==> src/rtl/seg7_pkg.sv <==
// Shared 7-segment definitions: digit count, dark constants and the hex -> active-low a..g decode.
package seg7_pkg;

  localparam int NUM_DIGITS = 4;
  localparam logic [0:6] SEG_BLANK = 7'b1111111;
  localparam logic [NUM_DIGITS-1:0] AN_OFF = 4'b1111;

  // Bit 0 of the result is segment a, bit 6 is segment g; 0 lights the segment.
  function automatic logic [0:6] hex2seg(input logic [3:0] h);
    logic [0:6] s;
    case (h)
      4'h0: s = 7'b0000001;
      4'h1: s = 7'b1001111;
      4'h2: s = 7'b0010010;
      4'h3: s = 7'b0000110;
      4'h4: s = 7'b1001100;
      4'h5: s = 7'b0100100;
      4'h6: s = 7'b0100000;
      4'h7: s = 7'b0001111;
      4'h8: s = 7'b0000000;
      4'h9: s = 7'b0000100;
      4'hA: s = 7'b0001000;
      4'hB: s = 7'b1100000;
      4'hC: s = 7'b0110001;
      4'hD: s = 7'b1000010;
      4'hE: s = 7'b0110000;
      default: s = 7'b0111000;
    endcase
    return s;
  endfunction

endpackage

==> src/rtl/hex_to_7seg.sv <==
// Combinational hex nibble to active-low a..g segment decoder.
module hex_to_7seg
  import seg7_pkg::*;
(
  input  logic [3:0] hex,
  output logic [0:6] seg
);

  assign seg = hex2seg(hex);

endmodule

==> src/rtl/display_mux_7seg.sv <==
// Time-multiplexed 4-digit common-anode 7-segment driver with per-slot anti-ghost blanking.
// Optional macro BLANK_LEADING_ZEROS_EN darkens leading-zero digits (digit0 always lit).
module display_mux_7seg
  import seg7_pkg::*;
#(
  parameter int CLK_FREQ     = 50_000_000,
  parameter int SCAN_FREQ    = 240,
  parameter int BLANK_CYCLES = 8
) (
  input  logic                  clk,
  input  logic                  rst,
  input  logic                  ld,
  input  logic [15:0]           num,
  input  logic [NUM_DIGITS-1:0] en,
  output logic [0:6]            SSeg,
  output logic [NUM_DIGITS-1:0] an
);

  localparam int TICK = CLK_FREQ / (NUM_DIGITS * SCAN_FREQ);
  localparam int CW   = (TICK > 1) ? $clog2(TICK) : 1;
  localparam logic [31:0] TICK_LAST = 32'(TICK - 1);
  localparam logic [31:0] BLANK_U   = 32'(BLANK_CYCLES);

  generate
    if (TICK < 1) begin : g_cfg_err
      $error("display_mux_7seg: CLK_FREQ/(4*SCAN_FREQ) must be at least 1");
    end
  endgenerate

  logic [15:0]           val_reg;
  logic [CW-1:0]         cnt_reg;
  logic [1:0]            idx_reg;
  logic [0:6]            seg_next;
  logic [NUM_DIGITS-1:0] an_next;
  logic [NUM_DIGITS-1:0] lz_dark;
  logic [3:0]            nibble;
  logic [0:6]            dec_seg;
  logic                  wrap;
  logic                  show;

  assign wrap   = (32'(cnt_reg) == TICK_LAST);
  assign show   = (32'(cnt_reg) >= BLANK_U);
  assign nibble = val_reg[4*idx_reg +: 4];

  hex_to_7seg u_dec (
    .hex (nibble),
    .seg (dec_seg)
  );

  // A digit is a leading zero when it and every digit above it are zero.
  assign lz_dark[0] = 1'b0;
  generate
    for (genvar gi = 1; gi < NUM_DIGITS; gi++) begin : g_lz
`ifdef BLANK_LEADING_ZEROS_EN
      assign lz_dark[gi] = (val_reg[15:4*gi] == '0);
`else
      assign lz_dark[gi] = 1'b0;
`endif
    end
  endgenerate

  always_comb begin
    seg_next = SEG_BLANK;
    an_next  = AN_OFF;
    if (show) begin
      seg_next = dec_seg;
      if (en[idx_reg] && !lz_dark[idx_reg])
        an_next = ~(4'b0001 << idx_reg);
    end
  end

  always_ff @(posedge clk or negedge rst) begin
    if (!rst) begin
      val_reg <= '0;
      cnt_reg <= '0;
      idx_reg <= '0;
      SSeg    <= SEG_BLANK;
      an      <= AN_OFF;
    end else begin
      if (ld)
        val_reg <= num;
      if (wrap) begin
        cnt_reg <= '0;
        idx_reg <= idx_reg + 2'd1;
      end else begin
        cnt_reg <= cnt_reg + 1'b1;
      end
      SSeg <= seg_next;
      an   <= an_next;
    end
  end

endmodule
==> config.mk <==
export PLATFORM = sky130hd
export DESIGN_NAME = display_mux_7seg
export DESIGN_NICKNAME = d
export VERILOG_FILES = /design/src/rtl/seg7_pkg.sv /design/src/rtl/hex_to_7seg.sv /design/src/rtl/display_mux_7seg.sv
export SDC_FILE = /design/constraint.sdc
export NUM_CORES = 1
export LEC_CHECK = 0
export CAP_MARGIN = 20
export CORE_UTILIZATION = 40
export DETAILED_ROUTE_END_ITERATION = 8
export SLEW_MARGIN = 20
export SYNTH_ARGS = -nofsm -noshare
export SYNTH_HDL_FRONTEND = slang
export SYNTH_HIERARCHICAL = 1
export SYNTH_SLANG_ARGS = --single-unit
==> constraint.sdc <==
create_clock -name clk -period 2.3 [get_ports clk]
set_input_delay 0.69 -clock clk [delete_from_list [all_inputs] [get_ports clk]]
set_output_delay 0.69 -clock clk [all_outputs]
set_load 0.02 [all_outputs]
* Word level (Yosys, flattened, before mapping)
Memory sizes are Yosys's and may differ from the RTL's.
Cells that the tools add are included.
** Storage, ports and cells
- Flip-flop bits (word level) :: 45
- Memory bits (read-only) :: 112
- Bits of input ports :: 23
- Output and inout port bits :: 11
- Word-level logic and storage cells :: 24
- Memories :: 1
** Operators by class
- Add/subtract/negate cells :: 2
- Magnitude comparators :: 2
- Eq/ne operators :: 1
- Shift-type cells :: 2
- Muxes and demuxes :: 8
- Bitwise logic cells :: 1
- Reductions and logical operators :: 2
** Memory list
- (name not given) :: depth 16, bits a word 7, read ports 1, clocked after memory_dff 0, write ports 0, RTL line seg7_pkg.sv:11 : case (h)
** Operator list (number)
- $add A16 B1 Y16 const B :: 1
- $eq A16 B16 Y1 const B :: 1
- $ge A16 B4 Y1 const B :: 1
- $mux W16 :: 1
- $shiftx A16 B5 Y4 :: 1
- $mux W4 :: 2
- $mux W7 :: 1
- $bmux W1 S2 :: 2
- $not A4 Y4 :: 1
- $shl A1 B2 Y4 const A :: 1
- $lt A2 B3 Y1 const B :: 1
- $add A2 B1 Y2 const B :: 1
- $mux W1 :: 2
- $logic_and A1 B1 Y1 :: 1
- $logic_not A1 Y1 :: 1

* Longest topological paths before layout
- Depth in word-level cells :: 6
- Depth in mapped cells :: 8
- Gate-level depth less buffers :: 7

* By module
Netlist, hierarchy kept.
** Modules (own cells, without submodules)
- display_mux_7seg :: times used 1, cells an instance 155, area an instance 2038.2 µm², seq. area each 1139.8 µm²
- hex_to_7seg :: times used 1, cells an instance 33, area an instance 269.0 µm², seq. area each 0.0 µm²

* Least setup slack after synthesis
No wires, ideal clock.
- Kind :: register to register
- Start point :: reg idx_reg[0]
- End point :: reg SSeg[3] in the netlist's numbering
- Setup time :: 0.085 ns
- Data arrival time :: 2.010 ns
- Required time :: 2.215 ns
- Slack :: 0.205 ns
- Cell stages (with the launch flop) :: 8
- Path buffers :: 1
- Clock period less this slack :: 2.095 ns
- Path through :: dfrtp_1 > buf_2 > mux4_2 > inv_1 > ha_1 > inv_1 > mux4_2 > nand2b_1
** On the way
- Longest elaborated chain between the ends :: 3
** Ends and longest elaborated chain
- start: declaration :: RTL line display_mux_7seg.sv:32 : logic [1:0] idx_reg;
- start signal: assignment :: RTL line display_mux_7seg.sv:84 : idx_reg <= idx_reg + 2'd1;
- $shiftx A16 B5 Y4 :: RTL line display_mux_7seg.sv:43 : assign nibble = val_reg[4*idx_reg +: 4];
- via nibble[0] :: RTL line display_mux_7seg.sv:36 : logic [3:0] nibble;
- $mem_v2 Z16 W7
- via dec_seg (one bit) :: RTL line display_mux_7seg.sv:37 : logic [0:6] dec_seg;
- $mux W7 :: RTL line display_mux_7seg.sv:65 : if (show) begin
- via seg_next (one bit) :: RTL line display_mux_7seg.sv:33 : logic [0:6] seg_next;
- end signal: assignment :: RTL line display_mux_7seg.sv:88 : SSeg <= seg_next;
- end: declaration :: RTL line display_mux_7seg.sv:15 : output logic [0:6] SSeg,
The timed path passes the listed nets, and every way through them passes these cells.
A chain may end at the register's enable or synchronous reset.

* Final worst setup path
Same ends and word-level chain as after synthesis.

==> results_dict.tcl <==
set metrics [dict create \
    endpoint_kind "flop" \
    synth_enable_flop_cells 0 \
    overflow 0 \
    setup_tns_ns 0 \
    ctsResizeCount 0 \
    start_util_pct 41.6 \
    grt_use_met3_pct 3.65 \
    critPathRequiredTime_ns 2.53 \
    first_pass_iters 4 \
    cpMaxStageDelayCell "mux4_2" \
    syn-instance-count 188 \
    hp-class "in -> async" \
    grt_usage_pct 15.7 \
    grt_pass1_wl_mm 7.29 \
    clk_pin_slew_worst_paths_ns 0.09 \
    post_cts_buffers 0 \
    pre_cts_ws_ns 0.189 \
    vdd_drop_max_uv 289 \
    rsz0062_at_grt "false" \
    dieArea_um2 6080 \
    ctsHoldBuffers 0 \
    final_cell_mix "34 x dfrtp_1, 32 x clkdlybuf4s50_1, 18 x nor2_1, 16 x mux2_2, 14 x ha_1" \
    grt_max_degree 46 \
    path_depth 6 \
    worst_setup_path_start_kind "flop" \
    slew_viol_final 0 \
    cts-root-buf "clkbuf_8" \
    layout-drive-gt1-share_pct 23.3 \
    cp_num_buf_inv 2 \
    met2_usage_pct 22.8 \
    ys.flop_type "dfrtp_1" \
    powerDensity_nw_per_um2 621 \
    ys_warn_count 6 \
    setup_viol_count_final 0 \
    antenna_cells 0 \
    wirelength_mm 4.04 \
    p_leak_uw 0.00119 \
    finalClockSkew_ns 0.00797 \
    max-slew-margin-rel_pct 63.1 \
    grtUsageMet1_pct 22.7 \
    layout_commonest_cell "dfrtp_1" \
    ys_ff_latch 45 \
    r2r_slack_ns 0.18 \
    cts_sinks 45 \
    io_pins 34 \
    synth_top_cells_by_area "dfrtp_1 37%, dfstp_2 13%, mux2_2 7.8%" \
    critical_path_class "reg -> reg" \
    first_iter_violations 87 \
    fin_crit_ns 2.12 \
    busiest_layer "met2" \
    cts_tree "built" \
    slowest_delay_ns 0.63 \
    viasPerCell 4.88 \
    cp_data_arrival_time_ns 2.35 \
    antenna_found_initial 0 \
    synth_area_leader_cell "dfrtp_1" \
    r2r_cells 6 \
    die_width_um 77.9 \
    routabilityCongestion 0.789 \
    path_max_fanout 7 \
    hold_viol 0 \
    maxCapViolCount 0 \
    die_y_um 77.9 \
    cts_buffer_depth 2 \
    portBuffers 33 \
    routedWlPerCell_um 13.5 \
    cts_buffers 5 \
    core_um2 5540 \
    fmax_ghz 0.472 \
    syn-num-nets 225 \
    rows 27 \
    vias 1460 \
    avgSynthCellArea_um2 12.3 \
    path_cells "mux4_2 -> inv_1 -> ha_1 -> inv_1 -> mux4_2 -> nand2b_1" \
    synthArstFlopShare_pct 100 \
    htreeDepth 2 \
    clkLatencyLatePin_ns 0.30 \
    dp_hpwl_mm 2.90 \
    ys_types 35 \
    status "finished, final reports clean" \
    synthToLayoutAreaGrowth_pct 22.9 \
    grt_pass1_vias 1476 \
    setup_ws_ns 0.181 \
    ys_seq_area_share_pct 49.4 \
    worstMarginPinSlew_ns 0.553 \
    finalNetCount 263 \
    synth_area_um2 2310 \
    antenna_left 0 \
    remaining_drc_errors 0 \
    yosys.area.top_type_share_pct 36.9 \
    crit_family "multiplexers" \
    period_share_pct 92.1 \
]
-- path summary, 6_finish.rpt --
path,startpoint,to
max in group asynchronous,rst,SSeg[2]
hold reg to reg,val_reg[5],val_reg[5]
setup reg to reg,idx_reg[0],SSeg[3]
setup / recovery,idx_reg[0],SSeg[3]
hold / removal,rst,cnt_reg[14]
min in group clk,val_reg[5],val_reg[5]
-- synthesized netlist by cell type, types with 5 or more instances --
| cell | number |
|---|---|
| dfrtp_1 | 34 |
| dfstp_2 | 11 |
| ha_1 | 14 |
| inv_1 | 7 |
| mux2_2 | 16 |
| mux2i_1 | 6 |
| mux4_2 | 6 |
| nand2_1 | 11 |
| nand2b_1 | 10 |
| nand3_1 | 5 |
| nand4_1 | 6 |
| nor2_1 | 18 |
| xnor2_1 | 9 |
| xor2_1 | 5 |
-- final cells by class --
type | instances | area [um2]
clock buffer | 5 | 68.8
clock inverter | 3 | 46.3
fill | 510 | 2710
inverter | 7 | 26.3
multi-input combinational | 129 | 1100
sequential | 45 | 1140
tap | 72 | 90.1
timing repair buffer | 38 | 363
-- kinds of logic after synthesis --
kind of cell               after synthesis  share of synthesized area, %
adders and majority gates               14                          7.59
xor gates and xnor gates                14                          5.31
buffers and inverters                   14                          2.87
and+or+nand+nor                         64                          15.7
DFF                                     45                          49.4
AOI/OAI and AO/OA                        8                          2.33
muxes                                   29                          16.8
-- where the power goes --
part           leakage [uW]  internal, uW  switching, uW
clock             0.0000543           325            286
sequential         0.000540           857           20.3
combinational      0.000600           152            121
-- metrics by stage --
stage	util (%)	power [uW]	instances	cell area, um2	hold WS, ns
finish	51.2	1760	299	2840	0.460
global placement	49.1	1170	291	2720	0.490
global route	51.2	1850	299	2840	0.510
floorplan	-	1050	188	2310	0.394
detailed placement	49.1	1170	291	2720	0.495
CTS	51.2	1790	299	2840	0.475
-- per-layer routing --
metal	vias to the layer above	routed length [um]
met3	6	201
met4	0	62
met2	37	1780
met5	-	0
li1	728	-
met1	689	1990
No activity file was read; power rests on OpenSTA's default activity.
